### config.mk
export PLATFORM = sky130hd
export DESIGN_NAME = inert_intf
export DESIGN_NICKNAME = d
export VERILOG_FILES = /design/src/rtl/inert_pkg.sv /design/src/rtl/int_sync.sv /design/src/rtl/inert_intf.sv
export SDC_FILE = /design/constraint.sdc
export NUM_CORES = 1
export LEC_CHECK = 0
export BUFFER_PORTS_ARGS = -buffer_cell sky130_fd_sc_hd__buf_4
export CAP_MARGIN = 30
export CELL_PAD_IN_SITES_DETAIL_PLACEMENT = 0
export CELL_PAD_IN_SITES_GLOBAL_PLACEMENT = 1
export CORE_MARGIN = 2
export CORE_UTILIZATION = 29
export DETAILED_ROUTE_END_ITERATION = 6
export HOLD_SLACK_MARGIN = 0.03
export PLACE_DENSITY = 0.55
export SLEW_MARGIN = 10
export SYNTH_ARGS = -nofsm -noshare
export SYNTH_HDL_FRONTEND = slang
export SYNTH_SLANG_ARGS = --single-unit
### constraint.sdc
create_clock -name clk -period 2.45 [get_ports clk]
set_input_delay 0.3675 -clock clk [delete_from_list [all_inputs] [get_ports clk]]
set_output_delay 0.3675 -clock clk [all_outputs]
set_load 0.02 [all_outputs]
### src/rtl/inert_pkg.sv
// Shared types and constants for the IMU interface: FSM states, the
// configuration write sequence and the read address range.
package inert_pkg;

    typedef enum logic [2:0] {
        PWR_UP,
        CFG_ISSUE,
        CFG_WAIT,
        IDLE,
        RD_ISSUE,
        RD_WAIT,
        VALID
    } state_e;

    localparam logic [15:0] CFG_W0 = 16'h0D02;
    localparam logic [15:0] CFG_W1 = 16'h1062;
    localparam logic [15:0] CFG_W2 = 16'h1162;
    localparam logic [15:0] CFG_W3 = 16'h1460;

    localparam logic [7:0] RD_BASE  = 8'hA2;
    localparam logic [2:0] CFG_LAST = 3'd3;
    localparam logic [2:0] RD_LAST  = 3'd5;
    localparam int unsigned NUM_RD  = 6;

    function automatic logic [15:0] cfg_word(input logic [2:0] idx);
        logic [15:0] w;
        case (idx)
            3'd0:    w = CFG_W0;
            3'd1:    w = CFG_W1;
            3'd2:    w = CFG_W2;
            3'd3:    w = CFG_W3;
            default: w = 16'h0000;
        endcase
        return w;
    endfunction

endpackage

### src/rtl/int_sync.sv
// Two-flop synchronizer bringing the asynchronous IMU interrupt into clk.
module int_sync (
    input  logic clk,
    input  logic rst_n,
    input  logic i_async,
    output logic o_sync
);

    logic r_meta;
    logic r_sync;

    always_ff @(posedge clk or negedge rst_n) begin
        if (!rst_n) begin
            r_meta <= 1'b0;
            r_sync <= 1'b0;
        end else begin
            r_meta <= i_async;
            r_sync <= r_meta;
        end
    end

    assign o_sync = r_sync;

endmodule

### src/rtl/inert_intf.sv
// IMU interface: powers up, writes four config words over SPI, then on each
// data-ready interrupt reads six bytes and publishes pitch/roll/yaw together.
module inert_intf
    import inert_pkg::*;
#(
    parameter int unsigned PWR_UP_CLKS = 65535
) (
    input  logic        clk,
    input  logic        rst_n,
    input  logic        INT,
    output logic        wrt,
    output logic [15:0] cmd,
    input  logic        done,
    input  logic [15:0] rd_data,
    output logic [15:0] ptch,
    output logic [15:0] roll,
    output logic [15:0] yaw,
    output logic        vld
);

    localparam logic [15:0] PWR_CNT = 16'(PWR_UP_CLKS);

    state_e          r_state, w_state_d;
    logic [15:0]     r_cnt, w_cnt_d;
    logic [2:0]      r_idx, w_idx_d;
    logic            r_wrt, w_wrt_d;
    logic [15:0]     r_cmd, w_cmd_d;
    logic [5:0][7:0] r_hold, w_hold_d;
    logic            r_done, w_done_d;
    logic [7:0]      r_byte, w_byte_d;
    logic [15:0]     r_ptch, w_ptch_d;
    logic [15:0]     r_roll, w_roll_d;
    logic [15:0]     r_yaw, w_yaw_d;
    logic            r_vld, w_vld_d;
    logic            w_int_s;
    logic            w_in_wait;
    logic            w_unused;

    assign w_unused = ^rd_data[15:8];

    int_sync u_int_sync (
        .clk     (clk),
        .rst_n   (rst_n),
        .i_async (INT),
        .o_sync  (w_int_s)
    );

    assign w_in_wait = (r_state == CFG_WAIT) || (r_state == RD_WAIT);

    // Completion is registered so the next request follows done by one cycle;
    // the !r_done term stops a held done from being counted twice.
    always_comb begin
        w_done_d = done && w_in_wait && !r_done;
        w_byte_d = r_byte;
        if (w_done_d) begin
            w_byte_d = rd_data[7:0];
        end
    end

    always_comb begin
        w_state_d = r_state;
        w_cnt_d   = r_cnt;
        w_idx_d   = r_idx;
        w_hold_d  = r_hold;

        case (r_state)
            PWR_UP: begin
                if (r_cnt == PWR_CNT) begin
                    w_state_d = CFG_ISSUE;
                    w_idx_d   = 3'd0;
                end else begin
                    w_cnt_d = r_cnt + 16'd1;
                end
            end
            CFG_ISSUE: w_state_d = CFG_WAIT;
            CFG_WAIT: begin
                if (r_done) begin
                    if (r_idx == CFG_LAST) begin
                        w_state_d = IDLE;
                    end else begin
                        w_idx_d   = r_idx + 3'd1;
                        w_state_d = CFG_ISSUE;
                    end
                end
            end
            IDLE: begin
                if (w_int_s) begin
                    w_state_d = RD_ISSUE;
                    w_idx_d   = 3'd0;
                end
            end
            RD_ISSUE: w_state_d = RD_WAIT;
            RD_WAIT: begin
                if (r_done) begin
                    for (int i = 0; i < int'(NUM_RD); i++) begin
                        if (r_idx == 3'(i)) begin
                            w_hold_d[i] = r_byte;
                        end
                    end
                    if (r_idx == RD_LAST) begin
                        w_state_d = VALID;
                    end else begin
                        w_idx_d   = r_idx + 3'd1;
                        w_state_d = RD_ISSUE;
                    end
                end
            end
            VALID:   w_state_d = IDLE;
            default: w_state_d = PWR_UP;
        endcase
    end

    // wrt and cmd are registered on the edge entering an ISSUE state, so wrt is
    // high exactly for the single ISSUE cycle.
    always_comb begin
        w_wrt_d  = 1'b0;
        w_cmd_d  = r_cmd;
        w_vld_d  = 1'b0;
        w_ptch_d = r_ptch;
        w_roll_d = r_roll;
        w_yaw_d  = r_yaw;

        if (w_state_d == CFG_ISSUE) begin
            w_wrt_d = 1'b1;
            w_cmd_d = cfg_word(w_idx_d);
        end else if (w_state_d == RD_ISSUE) begin
            w_wrt_d = 1'b1;
            w_cmd_d = {RD_BASE + {5'd0, w_idx_d}, 8'h00};
        end

        // Use the next holding bytes so the final byte lands in yaw this edge.
        if (w_state_d == VALID) begin
            w_vld_d  = 1'b1;
            w_ptch_d = {w_hold_d[1], w_hold_d[0]};
            w_roll_d = {w_hold_d[3], w_hold_d[2]};
            w_yaw_d  = {w_hold_d[5], w_hold_d[4]};
        end
    end

    always_ff @(posedge clk or negedge rst_n) begin
        if (!rst_n) begin
            r_state <= PWR_UP;
            r_cnt   <= 16'd0;
            r_idx   <= 3'd0;
            r_wrt   <= 1'b0;
            r_cmd   <= 16'h0000;
            r_hold  <= '0;
            r_done  <= 1'b0;
            r_byte  <= 8'h00;
            r_ptch  <= 16'h0000;
            r_roll  <= 16'h0000;
            r_yaw   <= 16'h0000;
            r_vld   <= 1'b0;
        end else begin
            r_state <= w_state_d;
            r_cnt   <= w_cnt_d;
            r_idx   <= w_idx_d;
            r_wrt   <= w_wrt_d;
            r_cmd   <= w_cmd_d;
            r_hold  <= w_hold_d;
            r_done  <= w_done_d;
            r_byte  <= w_byte_d;
            r_ptch  <= w_ptch_d;
            r_roll  <= w_roll_d;
            r_yaw   <= w_yaw_d;
            r_vld   <= w_vld_d;
        end
    end

    assign wrt  = r_wrt;
    assign cmd  = r_cmd;
    assign ptch = r_ptch;
    assign roll = r_roll;
    assign yaw  = r_yaw;
    assign vld  = r_vld;

endmodule

Word level (Yosys, flattened, before mapping)
Index checks and enable logic that the tools add are counted.

Add/sub/neg operators: 3. Eq/ne operators: 18. Mux-type cells: 28. Bitwise operators: 1. Reductions and logical operators: 9.

Operators with widths (number): $mux 48 (2); $pmux 13 s4 (1); $mux 8 (6); $mux 16 (2); $mux 3 (10); $eq 3x3->1 const B (7); $pmux 3 s7 (1); $eq 3x2->1 const B (6); $add 16x1->16 const B (1); $eq 16x16->1 const B (1); $eq 3x1->1 const B (4); $pmux 3 s4 (1); $logic_not 3->1 (3); $add 8x3->8 const A (1); $mux 2 (2); $add 3x1->3 const B (1); $mux 1 (3); $logic_and 1x1->1 (2); $reduce_and 2->1 (1); $reduce_bool 2->1 (1); $logic_not 1->1 (1); $logic_or 1x1->1 (1); $not 1->1 (1).

Flip-flop bits (word level): 147. Output and inout bits: 66.

Longest topological paths before layout
Word-level depth: 7. Mapped depth: 10.

Cells and area by module
From an unflattened synthesis, not the netlist that was laid out.

Cell total of the unflattened synthesis: 446. Area, all modules: 5570.3 um2.

Modules (own cells, without submodules): inert_intf (instances 1, cells an instance 444, area an instance 5520.3 um2, sequential area each 3203.1 um2); int_sync (instances 1, cells an instance 2, area an instance 50.0 um2, sequential area each 50.0 um2).

Worst setup path after synthesis
No wires, ideal clock.

Kind: register to register. From: register r_cnt[0]. To: register r_cmd[8], in the netlist cmd[8]. Arrival: 2.182 ns. Required time: 2.316 ns. Slack: 0.134 ns. Stages on the path, launching flop included: 9. Path through: dfrtp_1 -> ha_1 -> nand3_1 -> or4_4 -> a211oi_2 -> o21ai_1 -> ha_1 -> o21bai_1 -> o211ai_1.

Cells in the longest elaborated chain, start to end: 6.

Ends and longest elaborated chain: from (decl) (line inert_intf.sv:24) `logic [15:0] r_cnt, w_cnt_d;`; from (signal assigned) (line inert_intf.sv:156) `r_cnt <= w_cnt_d;`; $eq 16x16->1 * (line inert_intf.sv:68) `if (r_cnt == PWR_CNT) begin`; $mux 3 * (line inert_intf.sv:68); $pmux 3 s4 * (line inert_intf.sv:66) `case (r_state)`; named net w_idx_d[1] (line inert_intf.sv:25) `logic [2:0] r_idx, w_idx_d;`; $eq 3x2->1 (tied with other cells) (line inert_pkg.sv:27) `case (idx)`; $pmux 13 s4 * (line inert_pkg.sv:27); $mux 16 * (line inert_intf.sv:123) `if (w_state_d == CFG_ISSUE) begin`; to (signal assigned) (line inert_intf.sv:159) `r_cmd <= w_cmd_d;`; to (decl) (line inert_intf.sv:27) `logic [15:0] r_cmd, w_cmd_d;`.

Mark *: on every way through the listed nets, which the timed path passes. The rest lies on a longest branch. The select of a mux whose other input is x is not followed. A chain may end at the register's enable or synchronous reset.

Worst setup path after layout
From: register r_cnt[9]. To: register r_cmd[11], in the netlist cmd[11].

RTL lines: $eq 16x16->1 * (line inert_intf.sv:68); $mux 3 * (line inert_intf.sv:68); $pmux 3 s7 * (line inert_intf.sv:66); named net w_state_d[0] (line inert_intf.sv:23) `state_e r_state, w_state_d;`; $eq 3x1->1 or $eq 3x3->1 (tied branches) (line inert_intf.sv:123, inert_intf.sv:126); $mux 16 or $reduce_bool 2->1 (tied branches).

Marks and branches as above.

==> out/metrics.cfg <==
[outcome]
status=finished, final reports clean

[die]
core_mm2=0.0186
floorplan.rows=50
ioPinCount=86
floorplan.initialDensity=0.294
die-area_mm2=0.0200
die_h_um=142
die_w_um=142

[power]
power.internal_mw=3.66
switching_share=0.213
leakage_nw=3.60
pwr-share-comb=0.017
power_mw=4.65
power_density_mw_per_mm2=656
p_switching_mw=0.989
share_seq_of_total_power=0.468
irDropWorstVdd_uv=441
power_frac_clock=0.515

[timing]
slew_viol_final=0
period_share=0.953
max_freq_ghz=0.428
worstMarginPinSlew_ns=0.719
fin_skew_ns=0.00682
slew_headroom=0.517
hold_viol=0
rsz0062_at_grt=true
setup_viol=0
fin_hold_ws_ns=0.0716
finalCriticalPeriod_ns=2.34
timing.final.ws_setup_ns=0.114

[clock_network]
clockRootBuffer=clkbuf_16
cts_max_path_buffers=2
cts_tree=built
post_cts_buffers=0
clkLatencyLatePin_ns=0.41
clk_pin_slew_ns=0.05
cts_buffers=17
cts_sinks=130
htreeDepth=4

[synth]
ys_seq_area_frac=0.593
synth_warnings=0
synth_top_area_cell=dfrtp_1
syn_avg_cell_area_um2=12.8
ys_top_cells_by_area=dfrtp_1, mux2_2, nand2_1
syn_inst=428
synth_edf_count=0
ys_async_sr_fraction=1.00
synth_cell_types=58
syn-cell-area_mm2=0.00549
yosys_register_bits=130
synth_ff_type=dfrtp_1
synth_top_area_frac=0.593

[cells_and_area]
nFillCells=1776
multi_input_area_mm2=0.00211
fin_nets=563
n_antenna_cell=0
syn_to_final_growth_pct=29.3
drive_above_1_share=0.425
finalNonFillerCells=780
ff_latch_area_mm2=0.00325

[drt]
vias_per_cell=4.58
vias=3569
dr.pass1.iters=6
avgRoutedWirePerCell_um=15.5
drc=0
postRouteWirelength_um=12100
drtIter0Drc=200
drtAntennaViolNets=0

[critical_path]
cp_cell_sequence=nand4_2 -> or4_4 -> o211ai_4 -> or3b_4 -> nor2b_4 -> a221o_1
crit_type=flop to flop
cp.required_ns=2.74
worstSetupStartpointType=flop
slowest_delay_ns=0.62
slowest_stage=or4_4
worstPathArrival_ns=2.63
critPathBufInv=0
critPathCaptureType=flop
cp_max_fo=5
crit_family=simple AND/OR/NAND/NOR gates

[global_routing]
grt.total_usage=0.129
grt_overflow=0
grt_pass1_wl_um=19900
met3_usage=0.0449
use_met1=0.172
grt_max_degree=51
grt_pass1_vias=3685
antenna_found_initial=0
busiest_layer=met2
met2_usage=0.198

[run]
drv_cap=0

[placed_design]
place_inst=747
io_buffers=71
dpl.hpwl_um=8400
post-place-ws_ns=-0.0201
gp_congestion=0.778

[hold_path]
hold_class=input port to flop

[stage by stage]
step / instance area [um^2] / TNS [ns] / util
2_1_floorplan: 5510 / 0 / -
3_3_place_gp: 6490 / 0 / 0.348
3_5_place_dp: 6490 / -0.0201 / 0.348
4_1_cts: 7070 / 0 / 0.379
5_1_grt: 7090 / -0.00907 / 0.380
6_report: 7090 / 0 / 0.380
[cell usage after synthesis (2+ instances only)]
master / number
dfrtp_1: 130
mux2_2: 80
nand2_1: 68
xnor2_1: 12
clkbuf_1: 11
buf_4: 10
ha_1: 10
inv_1: 10
nor2_1: 10
nand3_1: 7
and3_1: 6
o21ai_0: 6
nand4_1: 4
nor3_1: 4
o21ai_1: 4
xor2_1: 4
a21oi_1: 3
a31oi_1: 3
nand2b_1: 3
and4b_1: 2
nor3b_1: 2
o211ai_1: 2
o2bb2ai_1: 2
[logic make-up (layout without fill, tap and decap cells)]
group	Yosys count	in the layout	share of synthesized area
AOI/OAI and AO/OA	36	36	0.0506
xor gates and xnor gates	16	16	0.0255
adders and majority gates	10	10	0.0228
buffers and inverters	34	147	0.0321
DFF	130	130	0.593
muxes	80	80	0.164
other	1	6	0.000683
and+or+nand+nor	121	121	0.111
[worst reg2reg max path, cell delays in order (launching register included)]
cell,delay (ns)
dfrtp_1,0.39
nand4_2,0.14
or4_4,0.62
o211ai_4,0.21
or3b_4,0.44
nor2b_4,0.14
a221o_1,0.28
[registers in the layout, summed over array words and instances (netlist names)]
name and count:
r_state 3, r_done 1, cmd 7, roll 16
r_cnt 16, r_hold 40, u_int_sync.o_sync 1, u_int_sync.r_meta 1
ptch 16, r_idx 3, r_byte 8, wrt 1
yaw 16, vld 1
[final cells by class]
type,count,share of cell area
multi-input combinational,269,0.297
inverter,10,0.00529
clock inverter,7,0.0106
timing repair buffer,105,0.119
tap,234,0.0413
clock buffer,25,0.0684
sequential,130,0.459
[cells in the final DEF (no fill, tap or decap), types with 7 or more instances in the layout]
cell type | Yosys | final
clkbuf_16 | 0 | 17
xnor2_1 | 12 | 12
nand3_1 | 7 | 7
nand2_1 | 68 | 68
mux2_2 | 80 | 80
inv_1 | 10 | 9
ha_1 | 10 | 10
buf_4 | 10 | 100
dfrtp_1 | 130 | 129
nor2_1 | 10 | 10
[layer usage]
metal,wire [um],vias up
met4,135,0
met5,0,-
met1,5770,1801
met2,5610,76
li1,-,1679
met3,573,13
[timing repair]
action	in CTS	in global routing
endpoints found under the hold margin	41	0
resized for setup	1	6
hold buffers	1	0
setup endpoints to repair	1	5
pin swaps	0	1
[power groups by stage]
stage	combinational (mW)	sequential [mW]	clock (mW)
after floorplan	0.0223	2.20	0
final	0.0800	2.18	2.39
after global routing	0.0930	2.18	2.58
after global placement	0.0818	2.21	0
after detailed placement	0.0836	2.22	0
after CTS	0.0853	2.18	2.46
[worst paths after layout]
kind	start	to	slack (ns)	cells past startpoint
min reg2reg	u_int_sync.r_meta	u_int_sync.o_sync	0.35	0
max	r_cnt[9]	cmd[11]	0.11	6
min in group asynchronous	rst_n	cmd[10]	0.50	2
min	INT	u_int_sync.r_meta	0.07	1
max in group asynchronous	rst_n	r_hold[11]	1.25	3
max reg2reg	r_cnt[9]	cmd[11]	0.11	6
Power figures use the tool's default switching activity.
